[config.mk]
export PLATFORM = sky130hd
export DESIGN_NAME = vga_timing_flat
export DESIGN_NICKNAME = d
export VERILOG_FILES = /design/src/rtl/vga_timing_pkg.sv /design/src/rtl/vga_timing_if.sv /design/src/rtl/vga_timing_clk_enable_divider.sv /design/src/rtl/vga_timing.sv /design/src/flat_wrapper.sv
export SDC_FILE = /design/constraint.sdc
export NUM_CORES = 1
export LEC_CHECK = 0
export ABC_AREA = 1
export CELL_PAD_IN_SITES_DETAIL_PLACEMENT = 2
export CELL_PAD_IN_SITES_GLOBAL_PLACEMENT = 2
export CORE_MARGIN = 5
export CORE_UTILIZATION = 37
export DETAILED_ROUTE_END_ITERATION = 8
export DONT_BUFFER_PORTS = 1
export GPL_ROUTABILITY_DRIVEN = 1
export PLACE_DENSITY = 0.84
export SLEW_MARGIN = 10
export SYNTH_ARGS = -nofsm -noshare
export SYNTH_HDL_FRONTEND = slang
export SYNTH_SLANG_ARGS = --single-unit
[constraint.sdc]
create_clock -name clk -period 2.93 [get_ports clk]
set_clock_uncertainty 0.1 [all_clocks]
set_input_delay 0.7325 -clock clk [delete_from_list [all_inputs] [get_ports clk]]
set_output_delay 0.7325 -clock clk [all_outputs]
set_load 0.02 [all_outputs]
[src/rtl/vga_timing_pkg.sv]
// Default 640x480 raster constants and helpers for the vga_timing block.
package vga_timing_pkg;

  localparam int SCREEN_W = 640;
  localparam int SCREEN_H = 480;
  localparam int H_FRONT  = 16;
  localparam int H_SYNC   = 96;
  localparam int H_BACK   = 48;
  localparam int V_FRONT  = 10;
  localparam int V_SYNC   = 2;
  localparam int V_BACK   = 33;

  localparam int H_TOTAL = SCREEN_W + H_FRONT + H_SYNC + H_BACK;
  localparam int V_TOTAL = SCREEN_H + V_FRONT + V_SYNC + V_BACK;

  localparam int H_SYNC_START = SCREEN_W + H_FRONT;
  localparam int H_SYNC_END   = H_SYNC_START + H_SYNC;
  localparam int V_SYNC_START = SCREEN_H + V_FRONT;
  localparam int V_SYNC_END   = V_SYNC_START + V_SYNC;

  function automatic int sync_start(input int active, input int front);
    return active + front;
  endfunction

  // Counter width that can also hold the total itself, so end-of-sync compares never overflow.
  function automatic int cnt_w(input int total);
    return (total < 1) ? 1 : $clog2(total + 1);
  endfunction

endpackage

[src/rtl/vga_timing_if.sv]
// Raster output bundle: vga_timing drives the master side, pixel logic reads the slave side.
interface vga_timing_if
  import vga_timing_pkg::*;
#(
  parameter int w_x     = $clog2(SCREEN_W),
  parameter int w_y     = $clog2(SCREEN_H),
  parameter int w_frame = 8
);
  logic               pixel_en;
  logic               hsync;
  logic               vsync;
  logic               display_on;
  logic [w_x-1:0]     x;
  logic [w_y-1:0]     y;
  logic               frame_start;
  logic [w_frame-1:0] frame_num;

  modport master (
    output pixel_en, hsync, vsync, display_on, x, y, frame_start, frame_num
  );
  modport slave (
    input  pixel_en, hsync, vsync, display_on, x, y, frame_start, frame_num
  );
endinterface

[src/rtl/vga_timing_clk_enable_divider.sv]
// Divide-by-N clock enable: one registered strobe every N clks, first one N clks after reset.
module clk_enable_divider #(
  parameter int N = 2
) (
  input  logic clk,
  input  logic rst,
  output logic en_out
);
  localparam int CW = (N <= 1) ? 1 : $clog2(N);

  logic [CW-1:0] cnt_q, cnt_d;
  logic          en_q, en_d;

  always_comb begin
    cnt_d = (cnt_q == CW'(N - 1)) ? '0 : cnt_q + CW'(1);
    // Registered terminal count keeps the strobe glitch-free and low during reset, even for N=1.
    en_d  = (cnt_q == CW'(N - 1));
  end

  always_ff @(posedge clk) begin
    if (!rst) begin
      cnt_q <= '0;
      en_q  <= 1'b0;
    end else begin
      cnt_q <= cnt_d;
      en_q  <= en_d;
    end
  end

  assign en_out = en_q;
endmodule

[src/rtl/vga_timing.sv]
// Raster timing generator: pixel-rate enable, h/v counters, registered sync/active/coordinate outputs.
// Optional frame counter enabled by defining VGA_FRAME_COUNTER_EN.
module vga_timing
  import vga_timing_pkg::*;
#(
  parameter int clk_mhz       = 50,
  parameter int pixel_mhz     = 25,
  parameter int screen_width  = SCREEN_W,
  parameter int screen_height = SCREEN_H,
  parameter int h_front       = H_FRONT,
  parameter int h_sync        = H_SYNC,
  parameter int h_back        = H_BACK,
  parameter int v_front       = V_FRONT,
  parameter int v_sync        = V_SYNC,
  parameter int v_back        = V_BACK,
  parameter int w_x           = $clog2(screen_width),
  parameter int w_y           = $clog2(screen_height),
  parameter int w_frame       = 8
) (
  input  logic         clk,
  input  logic         rst,
  vga_timing_if.master vif
);
  localparam int N        = clk_mhz / pixel_mhz;
  localparam int H_TOT    = screen_width + h_front + h_sync + h_back;
  localparam int V_TOT    = screen_height + v_front + v_sync + v_back;
  localparam int HW       = cnt_w(H_TOT);
  localparam int VW       = cnt_w(V_TOT);
  localparam int HS_START = sync_start(screen_width, h_front);
  localparam int HS_END   = HS_START + h_sync;
  localparam int VS_START = sync_start(screen_height, v_front);
  localparam int VS_END   = VS_START + v_sync;

  logic          pixel_en;
  logic [HW-1:0] h_q, h_d;
  logic [VW-1:0] v_q, v_d;
  logic          hsync_q, hsync_d;
  logic          vsync_q, vsync_d;
  logic          display_on_q, display_on_d;
  logic [w_x-1:0] x_q, x_d;
  logic [w_y-1:0] y_q, y_d;
  logic          frame_start_q, frame_start_d;
  logic          active, at_origin;

  clk_enable_divider #(.N(N)) u_div (
    .clk    (clk),
    .rst    (rst),
    .en_out (pixel_en)
  );

  assign active    = (h_q < HW'(screen_width)) && (v_q < VW'(screen_height));
  assign at_origin = (h_q == '0) && (v_q == '0);

  always_comb begin
    h_d           = h_q;
    v_d           = v_q;
    hsync_d       = hsync_q;
    vsync_d       = vsync_q;
    display_on_d  = display_on_q;
    x_d           = x_q;
    y_d           = y_q;
    frame_start_d = 1'b0;
    if (pixel_en) begin
      if (h_q == HW'(H_TOT - 1)) begin
        h_d = '0;
        v_d = (v_q == VW'(V_TOT - 1)) ? '0 : v_q + VW'(1);
      end else begin
        h_d = h_q + HW'(1);
      end
      // Outputs describe the pre-increment position, one pixel period behind the counters.
      display_on_d  = active;
      hsync_d       = !((h_q >= HW'(HS_START)) && (h_q < HW'(HS_END)));
      vsync_d       = !((v_q >= VW'(VS_START)) && (v_q < VW'(VS_END)));
      x_d           = active ? h_q[w_x-1:0] : '0;
      y_d           = active ? v_q[w_y-1:0] : '0;
      frame_start_d = at_origin;
    end
  end

  always_ff @(posedge clk) begin
    if (!rst) begin
      h_q           <= '0;
      v_q           <= '0;
      hsync_q       <= 1'b1;
      vsync_q       <= 1'b1;
      display_on_q  <= 1'b0;
      x_q           <= '0;
      y_q           <= '0;
      frame_start_q <= 1'b0;
    end else begin
      h_q           <= h_d;
      v_q           <= v_d;
      hsync_q       <= hsync_d;
      vsync_q       <= vsync_d;
      display_on_q  <= display_on_d;
      x_q           <= x_d;
      y_q           <= y_d;
      frame_start_q <= frame_start_d;
    end
  end

`ifdef VGA_FRAME_COUNTER_EN
  logic [w_frame-1:0] frame_num_q, frame_num_d;

  always_comb begin
    frame_num_d = frame_num_q;
    if (pixel_en && at_origin) frame_num_d = frame_num_q + w_frame'(1);
  end

  always_ff @(posedge clk) begin
    if (!rst) frame_num_q <= '0;
    else      frame_num_q <= frame_num_d;
  end

  assign vif.frame_num = frame_num_q;
`else
  assign vif.frame_num = {w_frame{1'b0}};
`endif

  assign vif.pixel_en    = pixel_en;
  assign vif.hsync       = hsync_q;
  assign vif.vsync       = vsync_q;
  assign vif.display_on  = display_on_q;
  assign vif.x           = x_q;
  assign vif.y           = y_q;
  assign vif.frame_start = frame_start_q;
endmodule

[src/flat_wrapper.sv]
// flat-port wrapper written by rule: the top's interface ports become plain ports
module vga_timing_flat import vga_timing_pkg::*;
#(
  parameter int clk_mhz       = 50,
  parameter int pixel_mhz     = 25,
  parameter int screen_width  = SCREEN_W,
  parameter int screen_height = SCREEN_H,
  parameter int h_front       = H_FRONT,
  parameter int h_sync        = H_SYNC,
  parameter int h_back        = H_BACK,
  parameter int v_front       = V_FRONT,
  parameter int v_sync        = V_SYNC,
  parameter int v_back        = V_BACK,
  parameter int w_x           = $clog2(screen_width),
  parameter int w_y           = $clog2(screen_height),
  parameter int w_frame       = 8
)
  (clk, rst, vif_pixel_en, vif_hsync, vif_vsync, vif_display_on, vif_x, vif_y, vif_frame_start, vif_frame_num);
  vga_timing_if #(.w_x(w_x), .w_y(w_y), .w_frame(w_frame)) vif_i ();
  input  logic clk;
  input  logic rst;
  output wire logic [$bits(vif_i.pixel_en)-1:0] vif_pixel_en;
  output wire logic [$bits(vif_i.hsync)-1:0] vif_hsync;
  output wire logic [$bits(vif_i.vsync)-1:0] vif_vsync;
  output wire logic [$bits(vif_i.display_on)-1:0] vif_display_on;
  output wire logic [$bits(vif_i.x)-1:0] vif_x;
  output wire logic [$bits(vif_i.y)-1:0] vif_y;
  output wire logic [$bits(vif_i.frame_start)-1:0] vif_frame_start;
  output wire logic [$bits(vif_i.frame_num)-1:0] vif_frame_num;
  assign vif_pixel_en = vif_i.pixel_en;
  assign vif_hsync = vif_i.hsync;
  assign vif_vsync = vif_i.vsync;
  assign vif_display_on = vif_i.display_on;
  assign vif_x = vif_i.x;
  assign vif_y = vif_i.y;
  assign vif_frame_start = vif_i.frame_start;
  assign vif_frame_num = vif_i.frame_num;
  vga_timing #(.clk_mhz(clk_mhz), .pixel_mhz(pixel_mhz), .screen_width(screen_width), .screen_height(screen_height), .h_front(h_front), .h_sync(h_sync), .h_back(h_back), .v_front(v_front), .v_sync(v_sync), .v_back(v_back), .w_x(w_x), .w_y(w_y), .w_frame(w_frame)) u_core (.clk(clk), .rst(rst), .vif(vif_i));
endmodule
Word-level counts from Yosys, hierarchy flattened
Cells that the tools add are included.
{ "word_totals": {"memories": 0, "output_inout_bits": 32, "elab_cells": 37, "latchBits": 0, "ramBits": 0, "regBits": 45, "mem_bits_ro": 0} }
{ "classes": {"eq_ne": 2, "n_lt_le_gt_ge": 6, "shift": 0, "reduce_logical": 11, "multipliers": 0, "n_div": 0, "n_addsub": 3, "n_mux": 4, "bitwise": 1} }
{ "ops": {"columns": ["op", "count"], "rows": [
  ["two-way mux 10 bit", 3],
  ["adder 10 x 1 -> 10 bit, second input constant", 2],
  ["equality test 10 bit, second input constant", 2],
  ["logical NOT 10 bit", 2],
  ["< comparator 10 bit, second input constant", 2],
  ["< comparator 10 x 9 -> 1 bit, second input constant", 2],
  ["greater-or-equal comparator 10 bit, second input constant", 1],
  ["greater-or-equal comparator 10 x 9 -> 1 bit, second input constant", 1],
  ["two-way mux 9 bit", 1],
  ["logical AND 1 bit", 4],
  ["AND reduction 2 bit", 2],
  ["logical NOT 1 bit", 2],
  ["OR reduction 2 bit", 1],
  ["adder 1 bit, second input constant", 1],
  ["NOT 1 bit", 1]
]} }

Logic depth before layout (Yosys ltp)
{ "logic_depth": {"word_depth": 3, "depth_mapped": 9} }

Hierarchy
A second synthesis with hierarchy kept.
{ "unflattened": {"hier_cells": 309, "area_unflattened_um2": 2174.6} }
{ "modules_own_cells": {"columns": ["mod", "seq_area_each_um2", "cells_per_inst", "area_per_inst_um2", "instances"], "rows": [
  ["vga_timing", 860.8, 303, 2117.0, 1],
  ["clk_enable_divider", 40.0, 6, 57.6, 1]
]} }

Worst setup path before layout
No wires, ideal clock.
{ "synth_timing": {"path_kind": "reg2reg", "startpoint": "register u_core.h_q[0]", "endpoint": "register u_core.h_q[7]", "setup_slack_ps": 1493, "setup_ps": 120, "arrival_ps": 1217, "path_buffers": 0, "stages_incl_launch_ff": 9, "cell_sequence": "dfxtp_1 ha_1 nand2_1 nor2_1 nand3_2 nand2_2 inv_1 o21ai_0 a21oi_1"} }
{ "synth_between": {"elab_chain_cells": 2, "elab_cells_between_ends": 3} }
{ "synth_rtl": {"columns": ["element", "line", "rtl"], "rows": [
  ["start, declared", "vga_timing.sv:35", "logic [HW-1:0] h_q, h_d;"],
  ["start signal, assigned", "vga_timing.sv:82", "h_q <= '0;"],
  ["start signal, assigned", "vga_timing.sv:91", "h_q <= h_d;"],
  ["adder 10 x 1 -> 10 bit or equality test 10 bit (tied branches)", "vga_timing.sv:68, vga_timing.sv:64", null],
  ["two-way mux 10 bit *", "vga_timing.sv:64", "if (h_q == HW'(H_TOT - 1)) begin"]
]} }
Mark *: on every way between the ends. The rest lies on a longest branch, timed or not.
A chain may end at the register's enable or synchronous reset.

Worst setup path after layout
{ "layout_timing": {"startpoint": "register u_core.h_q[1]", "endpoint": "register u_core.v_q[2]"} }
{ "layout_between": {"elab_chain_cells": 2} }
{ "layout_rtl": {"columns": ["element", "line", "rtl"], "rows": [
  ["equality test 10 bit", "vga_timing.sv:64", null],
  ["AND reduction 2 bit (no source line)", null, null],
  ["end signal, assigned", "vga_timing.sv:92", "v_q <= v_d;"],
  ["end, declared", "vga_timing.sv:36", "logic [VW-1:0] v_q, v_d;"]
]} }
Every way passes these cells.

==> impl_metrics.py <==
metrics = {
    "die": {
        "die_area_sq_um": 7357,
        "die_y_um": 85.78,
        "std_cell_rows": 27,
        "io_pins": 34,
        "core_area_sq_um": 5540,
        "initial_core_util_pct": 38.35,
        "dieWidth_um": 85.78,
    },
    "clocking": {
        "cts_setup_buffers": 0,
        "cts_root_buf": "clkbuf_8",
        "h-tree-depth": 2,
        "post_cts_resized": 0,
        "cts_num_sinks": 45,
        "clk_latency_ns": 0.30,
        "cts_tree": "done",
        "cts_buffer_depth": 2,
        "clkTransAtPathRegs_ns": 0.10,
        "cts-buffers-inserted": 5,
        "postCtsHoldBufs": 0,
    },
    "routing": {
        "dr.pass1.iters": 4,
        "wl_mm": 6.345,
        "drc": 0,
        "wl_per_cell_um": 16.97,
        "drtAntennaViolNets": 0,
        "first_iter_violations": 33,
        "num_vias": 1934,
        "via_per_inst": 5.171,
    },
    "sta": {
        "fin_crit_ns": 1.847,
        "final_max_slew_viol_count": 0,
        "fin_crit_sh_pct": 63.04,
        "fmax_ghz": 0.5414,
        "setup_ws_ns": 1.083,
        "rsz0062_at_grt": "false",
        "setup_viol": 0,
        "worst_pin_slew_ns": 0.6994,
        "setup_tns_ns": 0,
        "hold_violations": 0,
        "relSlewSlack_pct": 53.32,
    },
    "finish": {
        "multi_input_area_sq_um": 1030,
        "ff_latch_area_sq_um": 900.9,
        "final_util_pct": 40.81,
        "fillers": 695,
        "layout-drive-gt1-share_pct": 7.616,
        "area_growth_syn_to_layout_pct": 6.419,
        "final_nets": 307,
        "antennaDiodeCount": 0,
        "final_cells": 374,
    },
    "setup_path": {
        "arrival_ns": 1.94,
        "cp-end-kind": "flop",
        "critPathLaunchType": "flop",
        "crit_type": "flop to flop",
        "cp_max_fo": 9,
        "cp.required_ns": 3.03,
    },
    "global_route": {
        "grtUsageMet3_pct": 3.746,
        "track_usage_pct": 18.07,
        "grt_busiest_layer": "met2",
        "grtUsageMet1_pct": 21.13,
        "grt_pass1_vias": 2128,
        "grt_pass1_wl_mm": 10.55,
        "antenna_found_initial": 0,
        "met2_usage_pct": 33.90,
        "overflow": 0,
        "grt_max_degree": 29,
    },
    "synthesis": {
        "synth_flop_cell": "dfxtp_1",
        "synth_async_sr_flop_share_pct": 0,
        "synth_edf_count": 0,
        "netlist_instances": 301,
        "synth_area_leader_cell": "dfxtp_1",
        "synth_seq_area_share_pct": 42.40,
        "yosysUniqueCellTypes": 30,
        "synth_seq_cells": 45,
        "yosys.area.top_type_share_pct": 42.40,
        "syn-cell-area_sq_um": 2125,
        "synth_area_leaders": "dfxtp_1 (42%), nand2_1 (12%), a21oi_1 (8.2%), nand3_1 (6.6%), inv_1 (5.7%)",
        "ys_warn_count": 0,
        "avgSynthCellArea_sq_um": 7.058,
    },
    "power_and_ir_drop": {
        "p_seq_share_pct": 57.7,
        "intPower_w": 0.0008033,
        "comb_power_share_pct": 5.0,
        "ir_drop_mv": 0.1789,
        "p_sw_w": 0.0002879,
        "pwr-share-clk_pct": 37.3,
        "leakage_nw": 0.8125,
        "swShare_pct": 26.38,
        "p_per_area_nw_per_um2": 482.6,
    },
    "placed_design": {
        "hpwl_mm": 4.646,
        "dpl.cell_count": 366,
        "port_buffers": 0,
        "preCtsSetupSlack_ns": 1.093,
        "gp_congestion": 0.7958,
    },
    "run_status": {
        "status": "finished, final reports clean",
    },
    "run": {
        "max_cap_viol_count": 0,
    },
    "min_path": {
        "hp-class": "flop to flop",
    },
}
-- path summary, 6_finish.rpt --
path | to | slack, ns | startpoint | cells past startpoint
min | u_core.u_div.cnt_q | 0.33 | u_core.u_div.cnt_q | 1
min reg2reg | u_core.u_div.cnt_q | 0.33 | u_core.u_div.cnt_q | 1
max reg2reg | u_core.v_q[2] | 1.08 | u_core.h_q[1] | 8
max | u_core.v_q[2] | 1.08 | u_core.h_q[1] | 8
-- cell type report --
class / instances / share of cell area, %
inverter: 33 / 5.479
sequential: 45 / 39.85
timing repair buffer: 3 / 0.9961
clock buffer: 5 / 3.044
clock inverter: 3 / 1.107
multi-input combinational: 213 / 45.55
tap: 72 / 3.985
-- critical path: stages (launching register included) --
cell     delay [ns]
dfxtp_1        0.41
ha_1           0.25
nand2_1        0.08
nor2_1         0.18
nand3_2        0.19
nand2_2        0.27
nand2_4        0.13
nand2_1        0.09
a21oi_1        0.04
-- per-stage QoR --
step	hold slack [ns]	cell area, sq um	power [W]
after floorplan	0.2924	2151	0.0006911
after global placement	0.3043	2167	0.0006969
after detailed placement	0.3166	2167	0.0006991
after CTS	0.3294	2261	0.001110
after global routing	0.3479	2261	0.001144
final	0.3265	2261	0.001091
-- logic make-up after synthesis --
kind of cell    share of synthesized area [%]
fa+ha+maj                               2.356
other cells                            0.1765
buf+inv                                 10.60
xor+xnor                               0.8247
flops                                   42.40
compound gates                          10.48
simple gates                            33.16
-- Yosys cell counts, types with 2 or more instances --
cell type  count
nand3_1       28
nand2_2        2
nor3_1         6
ha_1           4
nand2_1       70
dfxtp_1       45
buf_4          8
buf_2          6
nor2_1        31
nor2_2         3
inv_1         32
nand4_1        8
a21oi_1       35
nor2_4         2
o21ai_0        4
xor2_1         2
clkbuf_1       2
-- power groups by stage --
stage	sequential (W)	clock (W)	combinational, W
floorplan	0.000642	0	0.0000490
global placement	0.000644	0	0.0000528
global route	0.000632	0.000452	0.0000600
detailed placement	0.000645	0	0.0000545
CTS	0.000631	0.000425	0.0000551
finish	0.000630	0.000407	0.0000542
-- state kept, by name (all words and copies together), names as in the netlist --
| name | count |
|---|---|
| u_core.h_q | 10 |
| u_core.v_q | 10 |
| u_core.vif.x | 10 |
| u_core.vif.y | 9 |
| u_core.u_div.cnt_q | 1 |
| u_core.u_div.en_out | 1 |
| u_core.vif.display_on | 1 |
| u_core.vif.frame_start | 1 |
| u_core.vif.hsync | 1 |
| u_core.vif.vsync | 1 |
-- cells in the final DEF, fill, tap and decap left out --
cell type,synthesis,routed
a211oi_1,1,1
a21oi_1,35,35
a31o_2,1,1
and2_1,1,1
buf_4,8,3
clkbuf_8,0,5
clkinv_1,1,1
clkinv_4,0,1
clkinvlp_4,0,1
conb_1,1,8
dfxtp_1,45,45
ha_1,4,4
inv_1,32,32
inv_6,0,1
nand2_1,70,70
nand2_2,2,2
nand2_4,1,1
nand3_1,28,28
nand3_2,1,1
nand4_1,8,8
nor2_1,31,31
nor2_2,3,3
nor2_4,2,2
nor3_1,6,5
nor3_2,1,2
nor3b_1,1,1
nor4_1,1,1
o21ai_0,4,4
o21ai_1,1,1
o22ai_1,1,1
xor2_1,2,2
-- layer usage --
| layer | vias to the layer above | routed length (um) | part of all wire (%) |
|---|---|---|---|
| met5 | - | 0 | 0 |
| met3 | 6 | 212 | 3.3 |
| met4 | 0 | 51 | 0.80 |
| met2 | 23 | 3290 | 52 |
| li1 | 958 | - | - |
| met1 | 947 | 2790 | 44 |
No activity file was read; power rests on OpenSTA's default activity.
